[config.mk]
export PLATFORM = sky130hd
export DESIGN_NAME = alu_issue_stage
export DESIGN_NICKNAME = d
export VERILOG_FILES = /design/src/rtl/alu_issue_stage.sv
export SDC_FILE = /design/constraint.sdc
export NUM_CORES = 1
export LEC_CHECK = 0
export BUFFER_PORTS_ARGS = -buffer_cell sky130_fd_sc_hd__buf_4
export CAP_MARGIN = 20
export CELL_PAD_IN_SITES_DETAIL_PLACEMENT = 1
export CELL_PAD_IN_SITES_GLOBAL_PLACEMENT = 2
export CORE_UTILIZATION = 30
export CTS_CLUSTER_DIAMETER = 80
export CTS_CLUSTER_SIZE = 40
export DETAILED_ROUTE_END_ITERATION = 12
export GPL_TIMING_DRIVEN = 0
export PLACE_DENSITY_LB_ADDON = 0.1
export REMOVE_ABC_BUFFERS = 1
export SYNTH_ARGS = -nofsm -noshare
export SYNTH_HDL_FRONTEND = slang
export SYNTH_SLANG_ARGS = --single-unit
[constraint.sdc]
create_clock -name clk -period 3.4 [get_ports clk]
set_clock_uncertainty 0.2 [all_clocks]
set_input_delay 0.51 -clock clk [delete_from_list [all_inputs] [get_ports clk]]
set_output_delay 0.51 -clock clk [all_outputs]
set_load 0.02 [all_outputs]
[src/rtl/alu_issue_stage.sv]
// Issue/retire wrapper for a registered-operand ALU: commands queue in a FIFO, results return in order.
// Command to result takes at least 3 cycles. Issue is credit-gated on the 2-entry result buffer, and in_ready drops only when the command FIFO is full.

module alu_fifo #(
  parameter int W = 8,
  parameter int D = 2
) (
  input  logic         clk,
  input  logic         rst_n,
  input  logic         i_push_vld,
  input  logic [W-1:0] i_push_dat,
  input  logic         i_pop_vld,
  output logic         o_full,
  output logic         o_empty,
  output logic [W-1:0] o_head_dat
);
  localparam int AW = (D > 1) ? $clog2(D) : 1;

  logic [W-1:0]  r_mem [D];
  logic [AW-1:0] r_wr_ptr;
  logic [AW-1:0] r_rd_ptr;
  logic [AW:0]   r_count;

  // Storage is cleared on reset so the head reads as zero while empty.
  always_ff @(posedge clk or negedge rst_n) begin
    if (!rst_n) begin
      r_wr_ptr <= '0;
      r_rd_ptr <= '0;
      r_count  <= '0;
      for (int i = 0; i < D; i++) r_mem[i] <= '0;
    end else begin
      if (i_push_vld) begin
        r_mem[r_wr_ptr] <= i_push_dat;
        r_wr_ptr        <= r_wr_ptr + AW'(1);
      end
      if (i_pop_vld) r_rd_ptr <= r_rd_ptr + AW'(1);
      if (i_push_vld && !i_pop_vld)      r_count <= r_count + (AW+1)'(1);
      else if (!i_push_vld && i_pop_vld) r_count <= r_count - (AW+1)'(1);
    end
  end

  assign o_full     = (r_count == (AW+1)'(D));
  assign o_empty    = (r_count == '0);
  assign o_head_dat = r_mem[r_rd_ptr];
endmodule

module alu_issue_stage #(
  parameter int WIDTH    = 16,
  parameter int OP_WIDTH = 3,
  parameter int DEPTH    = 4
) (
  input  logic                clk,
  input  logic                rst_n,
  input  logic                in_valid,
  output logic                in_ready,
  input  logic [OP_WIDTH-1:0] in_op,
  input  logic [WIDTH-1:0]    in_a,
  input  logic [WIDTH-1:0]    in_b,
  output logic [WIDTH-1:0]    alu_a,
  output logic [WIDTH-1:0]    alu_b,
  output logic [OP_WIDTH-1:0] alu_op,
  input  logic [WIDTH-1:0]    alu_out,
  output logic                res_valid,
  input  logic                res_ready,
  output logic [WIDTH-1:0]    res_data,
  output logic [OP_WIDTH-1:0] res_op
);
  typedef struct packed {
    logic [OP_WIDTH-1:0] op;
    logic [WIDTH-1:0]    a;
    logic [WIDTH-1:0]    b;
  } cmd_t;

  typedef struct packed {
    logic [OP_WIDTH-1:0] op;
    logic [WIDTH-1:0]    data;
  } res_t;

  cmd_t w_cmd_in, w_cmd_head;
  res_t w_res_in, w_res_head;
  logic w_cmd_full, w_cmd_empty, w_cmd_push;
  logic w_res_full, w_res_empty, w_res_pop;
  logic [1:0] w_res_cnt;
  logic [2:0] w_used;
  logic w_fire;

  logic                r_inflight;
  logic [OP_WIDTH-1:0] r_alu_op;

  assign w_cmd_in   = '{op: in_op, a: in_a, b: in_b};
  assign in_ready   = !w_cmd_full;
  assign w_cmd_push = in_valid && !w_cmd_full;

  alu_fifo #(.W($bits(cmd_t)), .D(DEPTH)) u_cmd_fifo (
    .clk        (clk),
    .rst_n      (rst_n),
    .i_push_vld (w_cmd_push),
    .i_push_dat (w_cmd_in),
    .i_pop_vld  (w_fire),
    .o_full     (w_cmd_full),
    .o_empty    (w_cmd_empty),
    .o_head_dat (w_cmd_head)
  );

  // Slots committed to the result buffer after this edge: held, plus in flight, minus the one leaving now.
  assign w_res_pop = !w_res_empty && res_ready;
  assign w_res_cnt = {w_res_full, !w_res_empty && !w_res_full};
  assign w_used    = {1'b0, w_res_cnt} + {2'b0, r_inflight} - {2'b0, w_res_pop};
  assign w_fire    = !w_cmd_empty && (w_used < 3'd2);

  assign alu_a  = w_cmd_empty ? '0 : w_cmd_head.a;
  assign alu_b  = w_cmd_empty ? '0 : w_cmd_head.b;
  assign alu_op = r_alu_op;

  // r_alu_op only changes on fire, so it doubles as the retire tag for the inflight command.
  always_ff @(posedge clk or negedge rst_n) begin
    if (!rst_n) begin
      r_inflight <= 1'b0;
      r_alu_op   <= '0;
    end else begin
      r_inflight <= w_fire;
      if (w_fire) r_alu_op <= w_cmd_head.op;
    end
  end

  assign w_res_in = '{op: r_alu_op, data: alu_out};

  alu_fifo #(.W($bits(res_t)), .D(2)) u_res_fifo (
    .clk        (clk),
    .rst_n      (rst_n),
    .i_push_vld (r_inflight),
    .i_push_dat (w_res_in),
    .i_pop_vld  (w_res_pop),
    .o_full     (w_res_full),
    .o_empty    (w_res_empty),
    .o_head_dat (w_res_head)
  );

  assign res_valid = !w_res_empty;
  assign res_data  = w_res_head.data;
  assign res_op    = w_res_head.op;

  a_no_res_overflow: assert property (@(posedge clk) disable iff (!rst_n)
    !(r_inflight && w_res_full && !w_res_pop));
endmodule
* Yosys cells after proc, flatten, opt, wreduce, memory -nomap -nowiden
Index checks and enable logic that the tools add are counted.
Storage, ports and cells: flip-flop bits (word level) 193, bits of input ports 55, output and inout bits 56, word-level logic and storage cells 77
Operators by class: $add $sub $neg 10, order comparisons 7, equal/unequal tests 2, mux-type cells 18, bitwise logic cells 4, reduce and logical (&&, ||, !) cells 22
Operators by type and width (number):
- $bwmux 140 | 1
- $mux 35 | 3
- $mux 19 | 4
- $bmux 35 s2 | 1
- $demux 35 s2 | 1
- $bwmux 38 | 1
- $mux 16 | 2
- $demux 19 s1 | 1
- $logic_and 1x1->1 | 10
- $logic_not 1->1 | 8
- $add 2x1->2 const B | 3
- $ge 3x3->1 const B | 2
- $mux 3 | 2
- $not 2->3 | 2
- $ge 2x2->1 const B | 2
- $mux 2 | 2
- $not 1->2 | 2
- $reduce_bool 2->1 | 2
- $add 2x1->3 | 1
- $add 3x1->3 const B | 1
- $eq 3x3->1 const B | 1
- $logic_not 3->1 | 1
- $lt 3x1->1 const B | 1
- $lt 3x2->1 const B | 1
- other kinds (7) | 8

* Longest topological paths before layout
word-level depth 10, depth in mapped cells 13

* Modules after synthesis
From an unflattened synthesis, not the netlist that was laid out.
Second synthesis, totals: cell total of the unflattened synthesis 538, area total of the unflattened synthesis 9296.4 um^2
Modules (own cells, without submodules):
- alu_fifo at u_cmd_fifo | times used 1, cells each 370, area an instance 6989.2 um^2
- alu_fifo at u_res_fifo | times used 1, cells each 116, area an instance 1871.8 um^2
- alu_issue_stage | times used 1, cells each 52, area an instance 435.4 um^2

* Worst setup path after synthesis
No wires, ideal clock.
path kind register to register, start reg u_res_fifo.r_count[0], end reg u_cmd_fifo.r_count[1], arrival time 2761 ps, data required time 3075 ps, path slack 314 ps, cell stages (with the launch flop) 12, buffers on the path 0, period minus slack after synthesis 3086 ps, cells stage by stage dfrtp_1 or2_1 nand2_1 inv_1 ha_1 nand2_1 and3b_1 or3_4 ha_1 inv_1 fa_1 mux2_2
On the way: elaborated cells between the ends (all ways) 15, those cells by class add/sub: 2; order compare: 1; eq/ne: 1; mux: 1; reduce/logical: 10
RTL lines:
- start: declaration | RTL line 22 | logic [AW:0] r_count;
- start signal: assignment | RTL line 37 | if (i_push_vld && !i_pop_vld) r_count <= r_count + (AW+1)'(1);
- start signal: assignment | RTL line 38 | else if (!i_push_vld && i_pop_vld) r_count <= r_count - (AW+1)'(1);
- $logic_not 2->1 * | RTL line 43 | assign o_empty = (r_count == '0);
- $logic_not 1->1 *
- named net res_valid | RTL line 63 | output logic res_valid,
- $logic_and 1x1->1 * | RTL line 106 | assign w_res_pop = !w_res_empty && res_ready;
- named net u_res_fifo.i_pop_vld | RTL line 12 | input logic i_pop_vld,
- $sub 3x1->3 * | RTL line 108 | assign w_used = {1'b0, w_res_cnt} + {2'b0, r_inflight} - {2'b0, w_res_pop};
- $lt 3x2->1 * | RTL line 109 | assign w_fire = !w_cmd_empty && (w_used < 3'd2);
- $logic_and 1x1->1 * | RTL line 109
- $logic_not 1->1 | RTL line 37
- $logic_and 1x1->1 | RTL line 37
- $mux 3 or $reduce_bool 2->1 (tied branches)
- end signal: assignment | RTL line 37
- end signal: assignment | RTL line 38
- end: declaration | RTL line 22
Mark *: on every way through the listed nets, which the timed path passes. The rest lies on a longest branch. A chain may end at the register's enable or synchronous reset.

* Worst setup path in the final report
start reg u_res_fifo.r_count[0], end reg u_cmd_fifo.r_count[1]
On the way: elaborated cells between the ends (all ways) 15, those cells by class add/sub: 2; order compare: 1; eq/ne: 1; mux: 1; reduce/logical: 10
RTL lines (RTL line):
- $logic_not 2->1 * | 43
- $logic_not 1->1 * | 106
- $logic_and 1x1->1 * | 106
- named net u_res_fifo.i_pop_vld | 12
- $sub 3x1->3 * | 108
- $lt 3x2->1 * | 109
- $logic_and 1x1->1 * | 109
- $logic_not 1->1 | 37
- $logic_and 1x1->1 | 37
- $mux 3 or $reduce_bool 2->1 (tied branches)
Marks and branches as above.

==> impl.org <==
** Drt
- In this run the remaining antenna-violating nets after routing total 0.
- Total number of vias :: 4,869
- In the routed layout, each cell is associated on average with a via count of 4.65.
- The routed design has 21.5 mm of wire.
- In the routed design, unresolved DRC markers number 0.
- Initial DRC count :: 158
- Post-DR wirelength/cell :: 20.6 um
- First drt pass iteration count :: 4

** Pwr
- Int Power :: 8280 uW
- PwrDens :: 1170 nW/um^2
- Part of the total power dissipated in combinational logic :: 49.4%
- Switching share of total power :: 35.3%
- The share of total power dissipated in the clock network is 16.2%.
- VDD sags by at most 0.429 mV.
- Power share of the sequential group :: 34.5%
- In this run the static leakage power is 0.00504 uW.
- In this run the power spent charging and discharging nets is 4520 uW.

** Floorplanning
- The floorplan step set the die width to 178 um.
- The total area inside the core boundary comes to 30,000 sq um.
- Die Y :: 178 um
- For this design the top-level I/O count stands at 111.
- Once the floorplan was initialized, standard cells occupied 30.8% of the core.
- The die covers 31,600 sq um.
- The floorplan has 63 rows.

** Worst setup path
- Crit end category :: flop
- Data on the critical path arrives at its endpoint at 3.35 ns.
- For the worst setup path, the data required time is 3.52 ns.
- Crit path launch type :: flop
- The worst setup path is of the flop to flop kind.
- Along the worst path, the maximum fanout reaches 4.

** Timing
- Setup violations remaining at the end of the flow were counted as 0.
- Shortest clock period the worst path allows after layout :: 3.23 ns
- Final max-slew violation count :: 0
- Max Clk Rate :: 309 MHz
- Post-route fraction of the period consumed by the critical path :: 95.1%
- Slew margin rel. :: 33.5%
- Setup TNS after final layout :: 0 ns
- Setup repair after global routing missed its margin :: no
- Final Hold Viols :: 0
- Pin slew with the least headroom to its limit :: 0.998 ns

** CTS
- TritonCTS built the clock tree.
- Num CTS Buffers :: 17
- The H-tree was split into 4 levels.
- In this run the deepest clock path goes through 2 buffers.
- At the later pin of the worst-skew pair, clock insertion delay measures 0.43 ns.
- Clock Pin Slew Worst Setup and Hold Paths :: 0.08 ns
- Number of setup buffers added after CTS :: 0
- CTS placed an instance of sky130_fd_sc_hd__clkbuf_16 at the clock tree root.
- Clock sink total :: 193

** Final layout
- After routing the design area is 11,000 sq um.
- The top cell types in the final layout, fill and taps aside, are 191 x sky130_fd_sc_hd__dfrtp_1, 120 x sky130_fd_sc_hd__mux2_4, 110 x sky130_fd_sc_hd__buf_4.
- At the end of the flow, the number of nets in the layout was 707.
- Fraction of final layout cells with drive strength greater than 1 :: 60.3%
- Area of the multi-input gates :: 4080 sq um
- Relative to the synthesized area, the layout overhead comes to 18.5%.
- The sequential cells in the finished layout cover a total of 4830 sq um.
- Most frequent standard cell in the layout excluding fill and tap cells :: sky130_fd_sc_hd__dfrtp_1
- The repair_antennas step left the layout with diodes totalling 0.
- Fill cell instance count of the final layout :: 3,064

** GRT
- Met3 Usage GRT :: 3.62%
- Wire length of the first global-routing pass :: 34.8 mm
- In the global route stage, met1 resource usage came out at 18.7%.
- The number of global-route vias before repair is 5,776.
- GRT Residual Overflow :: 0
- The initial antenna violation count was 0.
- met2 is the most crowded layer.
- Entering global routing, the biggest net connects 106 pins.
- Overall fraction of global-route tracks in use :: 14.7%
- In the global route stage, met2 resource usage came out at 24.7%.

** Placement
- Buffers placed on the I/O ports in this run total 110.
- Final weighted congestion in routability-driven placement :: 0.654
- Summing all placed instances gives a cell area of 10,400 sq um.
- The HPWL after detailed placement is 13.1 mm.

** Synth
- Synth unique cells :: 32
- Averaged over all synthesized cells, the footprint is 17.3 sq um.
- Sequential cells were found to cover 52.1% of the synthesized design area.
- YS warnings :: 0
- Mapped Cells :: 536
- Number of register bits inferred by synthesis :: 193
- In this run the cell area of the synthesized design comes to 9260 sq um.

** Outcome
- The flow ran to the end, and the final reports show no timing, DRC or antenna violations.

** Job
- Number of max-cap violations :: 0

** Worst hold path
- Worst min-delay path category :: input port to flop
[power groups by stage]
stage / clock network, uW / registers, uW / logic [uW]
after floorplan: 0 / 4150 / 4520
after global placement: 0 / 4420 / 6240
after global routing: 2240 / 4610 / 6820
after detailed placement: 0 / 4460 / 6440
final: 2070 / 4410 / 6320
after CTS: 2160 / 4430 / 6470
[synthesized netlist by cell type, drive strengths merged]
cell    instances  area [sq um]
or2             1          6.26
and3b           1          8.76
or3b            1          8.76
mux4           35           788
clkbuf          9          35.0
and3            1          6.26
inv             7          26.3
and2            1          8.76
buf            20           303
nor4            1          6.26
xor2            6          52.6
dfrtp         193          4830
or3             1          11.3
a21boi          1          7.51
xnor2           5          43.8
nand2           7          75.1
o21ai           1          5.00
nor2            3          13.8
fa              1          20.0
ha              7          87.6
nor3            1          5.00
mux2          201          2710
nor2b          32           200
[flip-flops by register name (all words and copies together), names as in the netlist]
register             flops
alu_op                   3
u_cmd_fifo.r_mem       140
u_res_fifo.r_mem        38
u_res_fifo.r_rd_ptr      1
u_res_fifo.r_wr_ptr      1
u_cmd_fifo.r_wr_ptr      2
u_cmd_fifo.r_rd_ptr      2
r_inflight               1
u_cmd_fifo.r_count       3
u_res_fifo.r_count       2
[worst paths after layout]
path / end / start / slack [ns] / cells after the start
max reg2reg: u_cmd_fifo.r_count[1] / u_res_fifo.r_count[0] / 0.17 / 11
min reg2reg: u_res_fifo.r_count[1] / u_res_fifo.r_count[1] / 0.27 / 1
min: u_res_fifo.r_mem[27] / alu_out[8] / 0.11 / 2
max in group asynchronous: u_cmd_fifo.r_mem[113] / rst_n / 1.56 / 3
max: u_cmd_fifo.r_count[1] / u_res_fifo.r_count[0] / 0.17 / 11
min in group asynchronous: u_res_fifo.r_count[0] / rst_n / 0.48 / 2
[cell families after synthesis]
group           count (synthesis)  synth area share [%]
simple gates                   50                  3.78
buf+inv                        36                  3.93
flops                         193                  52.1
xor+xnor                       11                  1.04
compound gates                  2                 0.135
fa+ha+maj                       8                  1.16
mux                           236                  37.8
[cell type report]
cell class / instances / area share, %
repair buffers: 118 / 8.63
clock buffers: 17 / 3.88
clock inverters: 15 / 1.58
flip-flops and latches: 193 / 44.1
multi-input cells: 307 / 37.2
well taps: 390 / 4.45
inverters: 7 / 0.239
[metal layers]
metal	up-vias	share of wire, %	routed length, um
met2	89	50	10800
met3	15	4.6	987
met4	0	1.2	248
li1	2134	-	-
met5	-	0	0
met1	2631	44	9470
[stage by stage]
stage / util (%) / instances / hold slack (ns) / power (uW) / setup WS (ns)
after floorplan: - / 507 / 0.0144 / 8670 / -0.414
after global placement: 34.1 / 1007 / 0.255 / 10700 / -3.61
after detailed placement: 34.5 / 1014 / 0.258 / 10900 / 0.166
after CTS: 36.5 / 1047 / 0.0855 / 13100 / 0.135
after global routing: 36.5 / 1047 / 0.0907 / 13700 / 0.00616
final: 36.5 / 1047 / 0.110 / 12800 / 0.167
[what timing repair did]
item | CTS | global route
hold buffers | 1 | 0
endpoints found under the hold margin | 88 | 0
resized for setup | 0 | 0
[critical path, cell delays in order, from the launching register on]
cell	delay [ns]
sky130_fd_sc_hd__dfrtp_1	0.42
sky130_fd_sc_hd__or2_1	0.28
sky130_fd_sc_hd__nand2_1	0.14
sky130_fd_sc_hd__inv_1	0.06
sky130_fd_sc_hd__ha_1	0.32
sky130_fd_sc_hd__nand2_1	0.08
sky130_fd_sc_hd__and3b_1	0.22
sky130_fd_sc_hd__or3_4	0.38
sky130_fd_sc_hd__ha_1	0.23
sky130_fd_sc_hd__inv_1	0.08
sky130_fd_sc_hd__fa_1	0.43
sky130_fd_sc_hd__mux2_2	0.27
No activity file was read; power rests on OpenSTA's default activity.
